`config.mk`:
```
export PLATFORM = sky130hd
export DESIGN_NAME = lsu_ctrl_flat
export DESIGN_NICKNAME = d
export VERILOG_FILES = /design/src/rtl/lsu_ctrl_if.sv /design/src/rtl/lsu_ctrl.sv /design/src/flat_wrapper.sv
export SDC_FILE = /design/constraint.sdc
export NUM_CORES = 1
export LEC_CHECK = 0
export CAP_MARGIN = 20
export CORE_MARGIN = 10
export CORE_UTILIZATION = 40
export DETAILED_ROUTE_END_ITERATION = 8
export GPL_ROUTABILITY_DRIVEN = 0
export PLACE_DENSITY = 0.7
export SYNTH_ARGS = -nofsm -noshare
export SYNTH_HDL_FRONTEND = slang
export SYNTH_SLANG_ARGS = --single-unit
```
`constraint.sdc`:
```
create_clock -name clk -period 5.1 [get_ports clk]
set_input_delay 0.765 -clock clk [delete_from_list [all_inputs] [get_ports clk]]
set_output_delay 0.765 -clock clk [all_outputs]
set_load 0.005 [all_outputs]
```
`src/rtl/lsu_ctrl_if.sv`:
```
// Load/store unit bundle: request/response handshake, word-wide memory port and MMIO outputs.
// slave = the LSU itself; master = the core/memory side that drives requests and read data.
interface lsu_ctrl_if #(
    parameter int WORD_WIDTH = 32
);
    logic                  req_valid;
    logic                  req_ready;
    logic                  req_is_store;
    logic [2:0]            req_funct3;
    logic [WORD_WIDTH-1:0] req_addr;
    logic [WORD_WIDTH-1:0] req_wdata;
    logic                  resp_valid;
    logic                  resp_fault;
    logic [WORD_WIDTH-1:0] resp_rdata;
    logic [WORD_WIDTH-1:0] mem_addr;
    logic                  mem_wren;
    logic                  mem_rden;
    logic                  inst_mem_en;
    logic                  data_mem_en;
    logic [3:0]            which_bytes;
    logic [WORD_WIDTH-1:0] mem_data_in;
    logic [WORD_WIDTH-1:0] inst_mem_out;
    logic [WORD_WIDTH-1:0] data_mem_out;
    logic                  stdout_en;
    logic [WORD_WIDTH-1:0] stdout_data;
    logic                  halt;

    modport slave (
        input  req_valid, req_is_store, req_funct3, req_addr, req_wdata,
        input  inst_mem_out, data_mem_out,
        output req_ready, resp_valid, resp_fault, resp_rdata,
        output mem_addr, mem_wren, mem_rden, inst_mem_en, data_mem_en,
        output which_bytes, mem_data_in, stdout_en, stdout_data, halt
    );

    modport master (
        output req_valid, req_is_store, req_funct3, req_addr, req_wdata,
        output inst_mem_out, data_mem_out,
        input  req_ready, resp_valid, resp_fault, resp_rdata,
        input  mem_addr, mem_wren, mem_rden, inst_mem_en, data_mem_en,
        input  which_bytes, mem_data_in, stdout_en, stdout_data, halt
    );
endinterface

```
`src/rtl/lsu_ctrl.sv`:
```
// Load/store controller: one request in flight, misaligned accesses split into two word beats, console/halt MMIO.
// Store resp 2 cycles (split 3), load 2+MEM_LATENCY (split 3+2*MEM_LATENCY); req_ready low while busy or halted.
module lsu_ctrl #(
    parameter int                    WORD_WIDTH     = 32,
    parameter logic [WORD_WIDTH-1:0] INST_MEM_START = 32'h0001_0000,
    parameter logic [WORD_WIDTH-1:0] DATA_MEM_START = 32'h0002_0000,
    parameter logic [WORD_WIDTH-1:0] DATA_MEM_END   = 32'h0011_FFFF,
    parameter logic [WORD_WIDTH-1:0] STDOUT_ADDR    = 32'h0002_FFF8,
    parameter logic [WORD_WIDTH-1:0] HALT_ADDR      = 32'h0002_FFFC,
    parameter int                    MEM_LATENCY    = 2
) (
    input logic       clk,
    input logic       rst,
    lsu_ctrl_if.slave bus
);
    typedef enum logic [2:0] {IDLE, ISSUE, WAIT, ISSUE2, WAIT2, RESP} state_t;

    localparam logic [3:0] LAT_LOAD = 4'(MEM_LATENCY - 1);

    state_t                state_q, state_d;
    logic                  store_q, store_d;
    logic [2:0]            funct3_q, funct3_d;
    logic [WORD_WIDTH-1:0] addr_q, addr_d;
    logic [WORD_WIDTH-1:0] wdata_q, wdata_d;
    logic [WORD_WIDTH-1:0] rd_lo_q, rd_lo_d;
    logic [WORD_WIDTH-1:0] rd_hi_q, rd_hi_d;
    logic [3:0]            cnt_q, cnt_d;
    logic                  halt_q, halt_d;

    function automatic logic in_data(input logic [WORD_WIDTH-1:0] a);
        return (a >= DATA_MEM_START) && (a <= DATA_MEM_END);
    endfunction

    function automatic logic in_inst(input logic [WORD_WIDTH-1:0] a);
        return (a >= INST_MEM_START) && (a < DATA_MEM_START);
    endfunction

    logic [1:0]              off;
    logic [WORD_WIDTH-1:0]   base_addr, next_addr;
    logic [3:0]              size_lanes;
    logic [7:0]              lanes;
    logic [2*WORD_WIDTH-1:0] wdata_sh;
    logic [WORD_WIDTH-1:0]   rd_src, rd_word, rd_ext;
    logic                    f3_ok, split, lo_inst, lo_data, hi_inst, hi_data;
    logic                    fault, is_stdout, is_halt, is_mmio, accept;

    assign off       = addr_q[1:0];
    assign base_addr = {addr_q[WORD_WIDTH-1:2], 2'b00};
    assign next_addr = base_addr + WORD_WIDTH'(4);
    assign f3_ok     = funct3_q inside {3'b000, 3'b001, 3'b010, 3'b100, 3'b101};

    always_comb begin
        size_lanes = 4'b1111;
        case (funct3_q[1:0])
            2'b00:   size_lanes = 4'b0001;
            2'b01:   size_lanes = 4'b0011;
            default: size_lanes = 4'b1111;
        endcase
    end

    // Lanes that spill past byte 3 belong to the second beat, so a split is simply a non-empty upper nibble.
    assign lanes    = {4'b0000, size_lanes} << off;
    assign wdata_sh = {{WORD_WIDTH{1'b0}}, wdata_q} << {off, 3'b000};
    assign split    = (lanes[7:4] != 4'b0000);

    assign lo_inst = in_inst(addr_q);
    assign lo_data = in_data(addr_q);
    assign hi_inst = in_inst(next_addr);
    assign hi_data = in_data(next_addr);

    assign fault = !f3_ok || (store_q && lo_inst) || !(lo_inst || lo_data) ||
                   (split && !((lo_inst && hi_inst) || (lo_data && hi_data)));

    assign is_stdout = store_q && (funct3_q == 3'b010) && (addr_q == STDOUT_ADDR);
    assign is_halt   = store_q && (addr_q == HALT_ADDR);
    assign is_mmio   = is_stdout || is_halt ||
                       (!store_q && ((addr_q == STDOUT_ADDR) || (addr_q == HALT_ADDR)));

    assign rd_src  = lo_inst ? bus.inst_mem_out : bus.data_mem_out;
    assign rd_word = WORD_WIDTH'({rd_hi_q, rd_lo_q} >> {off, 3'b000});

    always_comb begin
        rd_ext = rd_word;
        case (funct3_q)
            3'b000:  rd_ext = {{(WORD_WIDTH-8){rd_word[7]}}, rd_word[7:0]};
            3'b001:  rd_ext = {{(WORD_WIDTH-16){rd_word[15]}}, rd_word[15:0]};
            3'b100:  rd_ext = {{(WORD_WIDTH-8){1'b0}}, rd_word[7:0]};
            3'b101:  rd_ext = {{(WORD_WIDTH-16){1'b0}}, rd_word[15:0]};
            default: rd_ext = rd_word;
        endcase
    end

    always_ff @(posedge clk or posedge rst) begin
        if (rst) begin
            state_q  <= IDLE;
            store_q  <= 1'b0;
            funct3_q <= 3'b000;
            addr_q   <= '0;
            wdata_q  <= '0;
            rd_lo_q  <= '0;
            rd_hi_q  <= '0;
            cnt_q    <= 4'd0;
            halt_q   <= 1'b0;
        end else begin
            state_q  <= state_d;
            store_q  <= store_d;
            funct3_q <= funct3_d;
            addr_q   <= addr_d;
            wdata_q  <= wdata_d;
            rd_lo_q  <= rd_lo_d;
            rd_hi_q  <= rd_hi_d;
            cnt_q    <= cnt_d;
            halt_q   <= halt_d;
        end
    end

    always_comb begin
        state_d  = state_q;
        store_d  = store_q;
        funct3_d = funct3_q;
        addr_d   = addr_q;
        wdata_d  = wdata_q;
        rd_lo_d  = rd_lo_q;
        rd_hi_d  = rd_hi_q;
        cnt_d    = cnt_q;
        halt_d   = halt_q;
        accept   = 1'b0;

        bus.req_ready   = 1'b0;
        bus.resp_valid  = 1'b0;
        bus.resp_fault  = 1'b0;
        bus.resp_rdata  = '0;
        bus.mem_addr    = '0;
        bus.mem_wren    = 1'b0;
        bus.mem_rden    = 1'b0;
        bus.inst_mem_en = 1'b0;
        bus.data_mem_en = 1'b0;
        bus.which_bytes = 4'b0000;
        bus.mem_data_in = '0;
        bus.stdout_en   = 1'b0;
        bus.stdout_data = '0;
        bus.halt        = halt_q;

        unique case (state_q)
            IDLE: begin
                bus.req_ready = !halt_q && !rst;
                accept        = bus.req_valid && !halt_q && !rst;
                if (accept) begin
                    store_d  = bus.req_is_store;
                    funct3_d = bus.req_funct3;
                    addr_d   = bus.req_addr;
                    wdata_d  = bus.req_wdata;
                    rd_lo_d  = '0;
                    rd_hi_d  = '0;
                    state_d  = ISSUE;
                end
            end
            ISSUE: begin
                if (fault) begin
                    state_d = RESP;
                end else if (is_mmio) begin
                    bus.stdout_en   = is_stdout;
                    bus.stdout_data = is_stdout ? wdata_q : '0;
                    halt_d          = halt_q || is_halt;
                    state_d         = RESP;
                end else begin
                    bus.mem_addr    = base_addr;
                    bus.which_bytes = lanes[3:0];
                    bus.inst_mem_en = lo_inst;
                    bus.data_mem_en = lo_data;
                    bus.mem_wren    = store_q;
                    bus.mem_rden    = !store_q;
                    bus.mem_data_in = store_q ? wdata_sh[WORD_WIDTH-1:0] : '0;
                    cnt_d           = LAT_LOAD;
                    state_d         = store_q ? (split ? ISSUE2 : RESP) : WAIT;
                end
            end
            WAIT: begin
                bus.mem_addr    = base_addr;
                bus.which_bytes = lanes[3:0];
                bus.inst_mem_en = lo_inst;
                bus.data_mem_en = lo_data;
                if (cnt_q == 4'd0) begin
                    rd_lo_d = rd_src;
                    state_d = split ? ISSUE2 : RESP;
                end else begin
                    cnt_d = cnt_q - 4'd1;
                end
            end
            ISSUE2: begin
                bus.mem_addr    = next_addr;
                bus.which_bytes = lanes[7:4];
                bus.inst_mem_en = lo_inst;
                bus.data_mem_en = lo_data;
                bus.mem_wren    = store_q;
                bus.mem_rden    = !store_q;
                bus.mem_data_in = store_q ? wdata_sh[2*WORD_WIDTH-1:WORD_WIDTH] : '0;
                cnt_d           = LAT_LOAD;
                state_d         = store_q ? RESP : WAIT2;
            end
            WAIT2: begin
                bus.mem_addr    = next_addr;
                bus.which_bytes = lanes[7:4];
                bus.inst_mem_en = lo_inst;
                bus.data_mem_en = lo_data;
                if (cnt_q == 4'd0) begin
                    rd_hi_d = rd_src;
                    state_d = RESP;
                end else begin
                    cnt_d = cnt_q - 4'd1;
                end
            end
            RESP: begin
                bus.resp_valid = 1'b1;
                bus.resp_fault = fault;
                bus.resp_rdata = (fault || store_q || is_mmio) ? '0 : rd_ext;
                state_d        = IDLE;
            end
            default: state_d = IDLE;
        endcase
    end
endmodule

```
`src/flat_wrapper.sv`:
```
// flat-port wrapper written by rule: the top's interface ports become plain ports
module lsu_ctrl_flat 
#(
    parameter int                    WORD_WIDTH     = 32,
    parameter logic [WORD_WIDTH-1:0] INST_MEM_START = 32'h0001_0000,
    parameter logic [WORD_WIDTH-1:0] DATA_MEM_START = 32'h0002_0000,
    parameter logic [WORD_WIDTH-1:0] DATA_MEM_END   = 32'h0011_FFFF,
    parameter logic [WORD_WIDTH-1:0] STDOUT_ADDR    = 32'h0002_FFF8,
    parameter logic [WORD_WIDTH-1:0] HALT_ADDR      = 32'h0002_FFFC,
    parameter int                    MEM_LATENCY    = 2
)
  (clk, rst, bus_req_valid, bus_req_is_store, bus_req_funct3, bus_req_addr, bus_req_wdata, bus_inst_mem_out, bus_data_mem_out, bus_req_ready, bus_resp_valid, bus_resp_fault, bus_resp_rdata, bus_mem_addr, bus_mem_wren, bus_mem_rden, bus_inst_mem_en, bus_data_mem_en, bus_which_bytes, bus_mem_data_in, bus_stdout_en, bus_stdout_data, bus_halt);
  lsu_ctrl_if #(.WORD_WIDTH(WORD_WIDTH)) bus_i ();
  input logic clk;
  input logic rst;
  input wire logic [$bits(bus_i.req_valid)-1:0] bus_req_valid;
  input wire logic [$bits(bus_i.req_is_store)-1:0] bus_req_is_store;
  input wire logic [$bits(bus_i.req_funct3)-1:0] bus_req_funct3;
  input wire logic [$bits(bus_i.req_addr)-1:0] bus_req_addr;
  input wire logic [$bits(bus_i.req_wdata)-1:0] bus_req_wdata;
  input wire logic [$bits(bus_i.inst_mem_out)-1:0] bus_inst_mem_out;
  input wire logic [$bits(bus_i.data_mem_out)-1:0] bus_data_mem_out;
  output wire logic [$bits(bus_i.req_ready)-1:0] bus_req_ready;
  output wire logic [$bits(bus_i.resp_valid)-1:0] bus_resp_valid;
  output wire logic [$bits(bus_i.resp_fault)-1:0] bus_resp_fault;
  output wire logic [$bits(bus_i.resp_rdata)-1:0] bus_resp_rdata;
  output wire logic [$bits(bus_i.mem_addr)-1:0] bus_mem_addr;
  output wire logic [$bits(bus_i.mem_wren)-1:0] bus_mem_wren;
  output wire logic [$bits(bus_i.mem_rden)-1:0] bus_mem_rden;
  output wire logic [$bits(bus_i.inst_mem_en)-1:0] bus_inst_mem_en;
  output wire logic [$bits(bus_i.data_mem_en)-1:0] bus_data_mem_en;
  output wire logic [$bits(bus_i.which_bytes)-1:0] bus_which_bytes;
  output wire logic [$bits(bus_i.mem_data_in)-1:0] bus_mem_data_in;
  output wire logic [$bits(bus_i.stdout_en)-1:0] bus_stdout_en;
  output wire logic [$bits(bus_i.stdout_data)-1:0] bus_stdout_data;
  output wire logic [$bits(bus_i.halt)-1:0] bus_halt;
  assign bus_i.req_valid = bus_req_valid;
  assign bus_i.req_is_store = bus_req_is_store;
  assign bus_i.req_funct3 = bus_req_funct3;
  assign bus_i.req_addr = bus_req_addr;
  assign bus_i.req_wdata = bus_req_wdata;
  assign bus_i.inst_mem_out = bus_inst_mem_out;
  assign bus_i.data_mem_out = bus_data_mem_out;
  assign bus_req_ready = bus_i.req_ready;
  assign bus_resp_valid = bus_i.resp_valid;
  assign bus_resp_fault = bus_i.resp_fault;
  assign bus_resp_rdata = bus_i.resp_rdata;
  assign bus_mem_addr = bus_i.mem_addr;
  assign bus_mem_wren = bus_i.mem_wren;
  assign bus_mem_rden = bus_i.mem_rden;
  assign bus_inst_mem_en = bus_i.inst_mem_en;
  assign bus_data_mem_en = bus_i.data_mem_en;
  assign bus_which_bytes = bus_i.which_bytes;
  assign bus_mem_data_in = bus_i.mem_data_in;
  assign bus_stdout_en = bus_i.stdout_en;
  assign bus_stdout_data = bus_i.stdout_data;
  assign bus_halt = bus_i.halt;
  lsu_ctrl #(.WORD_WIDTH(WORD_WIDTH), .INST_MEM_START(INST_MEM_START), .DATA_MEM_START(DATA_MEM_START), .DATA_MEM_END(DATA_MEM_END), .STDOUT_ADDR(STDOUT_ADDR), .HALT_ADDR(HALT_ADDR), .MEM_LATENCY(MEM_LATENCY)) u_core (.clk(clk), .rst(rst), .bus(bus_i));
endmodule
```
==> impl_metrics.py <==
metrics = {
    "clocking": {
        "cts_resized": 0,
        "path_clk_slew_ns": 0.06,
        "cts_tree": "built",
        "clockRootBuffer": "clkbuf_16",
        "cts.sinks": 132,
        "htree_levels": 4,
        "cts_hold_buf": 0,
        "post_cts_buffers": 0,
        "max-clock-path-buffers": 2,
        "worstSkewPairLatency_ns": 0.42,
        "cts_inserted_buffers": 17,
    },
    "power": {
        "power_mw": 6.178,
        "ir_worst_vdd_v": 0.0002760,
        "power.leakage_nw": 5.218,
        "powerDensity_mw_per_mm2": 487.7,
    },
    "sta": {
        "maxSlewViolCount": 0,
        "finalSetupViolCount": 0,
        "min_period_ns": 4.714,
        "fmaxAchievable_mhz": 212.2,
        "tightest_slew_ns": 1.014,
        "setup_tns_ns": 0,
        "fin_skew_ns": 0.01118,
        "relSlewSlack_pct": 32.37,
        "hold_viol_final": 0,
        "final.period_utilization_pct": 92.42,
        "rsz0062_at_grt": "false",
    },
    "worst_hold_path": {
        "hp-start": "u_core.rd_lo_q[4]$_DFFE_PP0P_",
        "min_to": "u_core.rd_lo_q[4]$_DFFE_PP0P_",
        "hold_class": "register to register",
        "hold_path_depth": 2,
    },
    "synthesis": {
        "yosysTopAreaCellShare_pct": 36.30,
        "synth_enable_flop_cells": 0,
        "synth.most_common_cell": "dfrtp_1",
        "yosysSeqAreaShare_pct": 36.30,
        "ys_top_cells_by_count": "dfrtp_1, nor2_1, mux2_2",
        "synth_top_flop_cell": "dfrtp_1",
        "syn-cell-area_sq_mm": 0.009100,
        "yosys_register_bits": 132,
        "yosysUniqueCellTypes": 65,
        "syn_inst": 990,
        "ys_async_sr_fraction_pct": 100.0,
        "synth_top_area_cell": "dfrtp_1",
        "ys_warn_count": 0,
        "synth_area_leaders": "dfrtp_1, mux2_2, mux4_2",
        "syn_avg_cell_area_sq_um": 9.192,
    },
    "floorplanning": {
        "dieArea_sq_mm": 0.02918,
        "initial_core_util_pct": 40.44,
        "coreArea_sq_mm": 0.02250,
        "fp.dieH_um": 170.8,
        "rows": 55,
        "die_w_um": 170.8,
        "io_pins": 276,
    },
    "global_routing": {
        "grt_max_degree": 95,
        "grt_pass1_vias": 8457,
        "grt_pass1_wl_mm": 49.52,
        "grt.overflow.total": 0,
        "antenna_found_initial": 2,
        "gr-usage-all-layers_pct": 21.41,
    },
    "layout": {
        "fillCellCount": 2047,
        "final_layout_size_suffix_gt1_share_pct": 15.06,
        "layout.nets": 1361,
        "areaGrowthSynthToFinish_pct": 39.21,
    },
    "drt": {
        "ant_nets": 0,
        "drc": 0,
        "dr.pass1.iters": 5,
        "viasPerCell": 5.745,
        "drt_iter0_drc": 825,
        "vias": 8744,
        "wl_mm": 31.91,
        "wl_per_cell_um": 20.96,
    },
    "run_status": {
        "status": "complete, no violations",
    },
    "worst_setup_path": {
        "crit_path_start": "u_core.addr_q[18]$_DFFE_PP0P_",
        "path_class": "register to primary output",
        "crit_required_ns": 4.34,
        "rr_endpoint": "u_core.addr_q[16]$_DFFE_PP0P_",
        "arrival_ns": 3.95,
        "cp_max_fo": 16,
        "rrSetupSlack_ns": 2.21,
        "crit_path_end_kind": "primary output",
        "reg2regPathDepth": 5,
        "timing.rr.start": "u_core.state_q[0]$_DFFE_PP0P_",
        "start_kind": "register",
    },
    "flow_run": {
        "drv_cap": 0,
    },
    "placement": {
        "dp_hpwl_mm": 23.61,
        "io_buffers": 273,
    },
}
## worst max-delay path, cell delays in order, from the launching register on
cell and delay, ns:
dfrtp_1 0.48, or3_1 0.44, and2_1 0.21, nor4b_1 0.60
o31a_1 0.39, o2111ai_2 0.52, a21oi_1 0.28, clkdlybuf4s50_1 0.61
## layout make-up
type	count	area, sq um	share of cell area (%)
Antenna cell	2	5.005	0.03951
Timing Repair Buffer	294	2903	22.91
Multi-Input combinational cell	751	5391	42.56
Inverter	26	102.6	0.8099
Sequential cell	132	3308	26.11
Tap cell	285	356.6	2.815
Clock inverter	13	148.9	1.175
Clock buffer	19	452.9	3.575
## stage by stage
step	worst slack, ns	cells	area (sq um)	util, %	hold WS (ns)
finish	0.3864	1522	12670	56.30	0.4994
global route	0.1530	1522	12670	56.30	0.5214
CTS	0.1672	1518	12640	56.15	0.5021
detailed placement	0.6222	1486	12030	53.48	0.4881
global placement	0.6825	1486	12030	53.48	0.4766
floorplan	0.8090	991	9104	-	0.4635
## layer usage
metal,part of all wire (%),GRT usage (%),up-vias
met1,42,27.71,4273
met2,48,34.55,340
met5,0,0,-
met4,1.8,6.465,0
li1,-,-,4101
met3,7.5,5.346,30
## registers in the layout, summed over array words and instances (netlist names)
register	cells
u_core.state_q	3
u_core.addr_q	32
u_core.funct3_q	3
u_core.cnt_q	4
u_core.rd_hi_q	24
u_core.bus.halt	1
u_core.wdata_q	32
u_core.store_q	1
u_core.rd_lo_q	32
## report_power, final
part / leakage (nW) / internal [mW] / switching, mW
clock network: 0.287 / 0.753 / 0.497
registers: 1.66 / 1.51 / 0.633
logic: 3.27 / 1.42 / 1.37
## cells by family after synthesis
| group | after synthesis | share of synthesized area [%] |
|---|---|---|
| XOR/XNOR | 7 | 0.6737 |
| buffers and inverters | 108 | 4.730 |
| AO/OA/AOI/OAI | 232 | 16.10 |
| AND/OR/NAND/NOR | 345 | 18.66 |
| flip-flops | 132 | 36.30 |
| adder cells (fa/ha/maj) | 4 | 0.5500 |
| other | 1 | 0.04121 |
| multiplexers | 161 | 22.95 |
## layout by cell type, fill, tap and decap left out, drive strengths merged, types with 8 or more instances in the layout
| master | instances |
|---|---|
| nand4 | 9 |
| nor3 | 13 |
| o21ai | 94 |
| o31ai | 10 |
| nor2b | 9 |
| inv | 28 |
| mux4 | 30 |
| and2 | 35 |
| nor4 | 14 |
| dfrtp | 132 |
| or2 | 8 |
| nand3 | 77 |
| nand2 | 65 |
| a21oi | 35 |
| nor2 | 89 |
| a22oi | 10 |
| mux2 | 81 |
| a31oi | 23 |
| buf | 21 |
| clkdlybuf4s50 | 273 |
| a211oi | 11 |
| clkbuf | 19 |
| mux2i | 50 |
## worst max-delay path by stage
stage / cells past startpoint / end / slack (ns)
3_3_place_gp: 9 / bus_which_bytes[0] / 0.68
5_1_grt: 8 / bus_resp_rdata[23] / 0.15
4_1_cts: 9 / bus_which_bytes[0] / 0.17
2_1_floorplan: 1 / u_core.addr_q[0]$_DFFE_PP0P_ / 0.81
6_report: 7 / bus_resp_rdata[23] / 0.39
3_5_place_dp: 9 / bus_which_bytes[0] / 0.62
No activity file was read; power rests on OpenSTA's default activity.
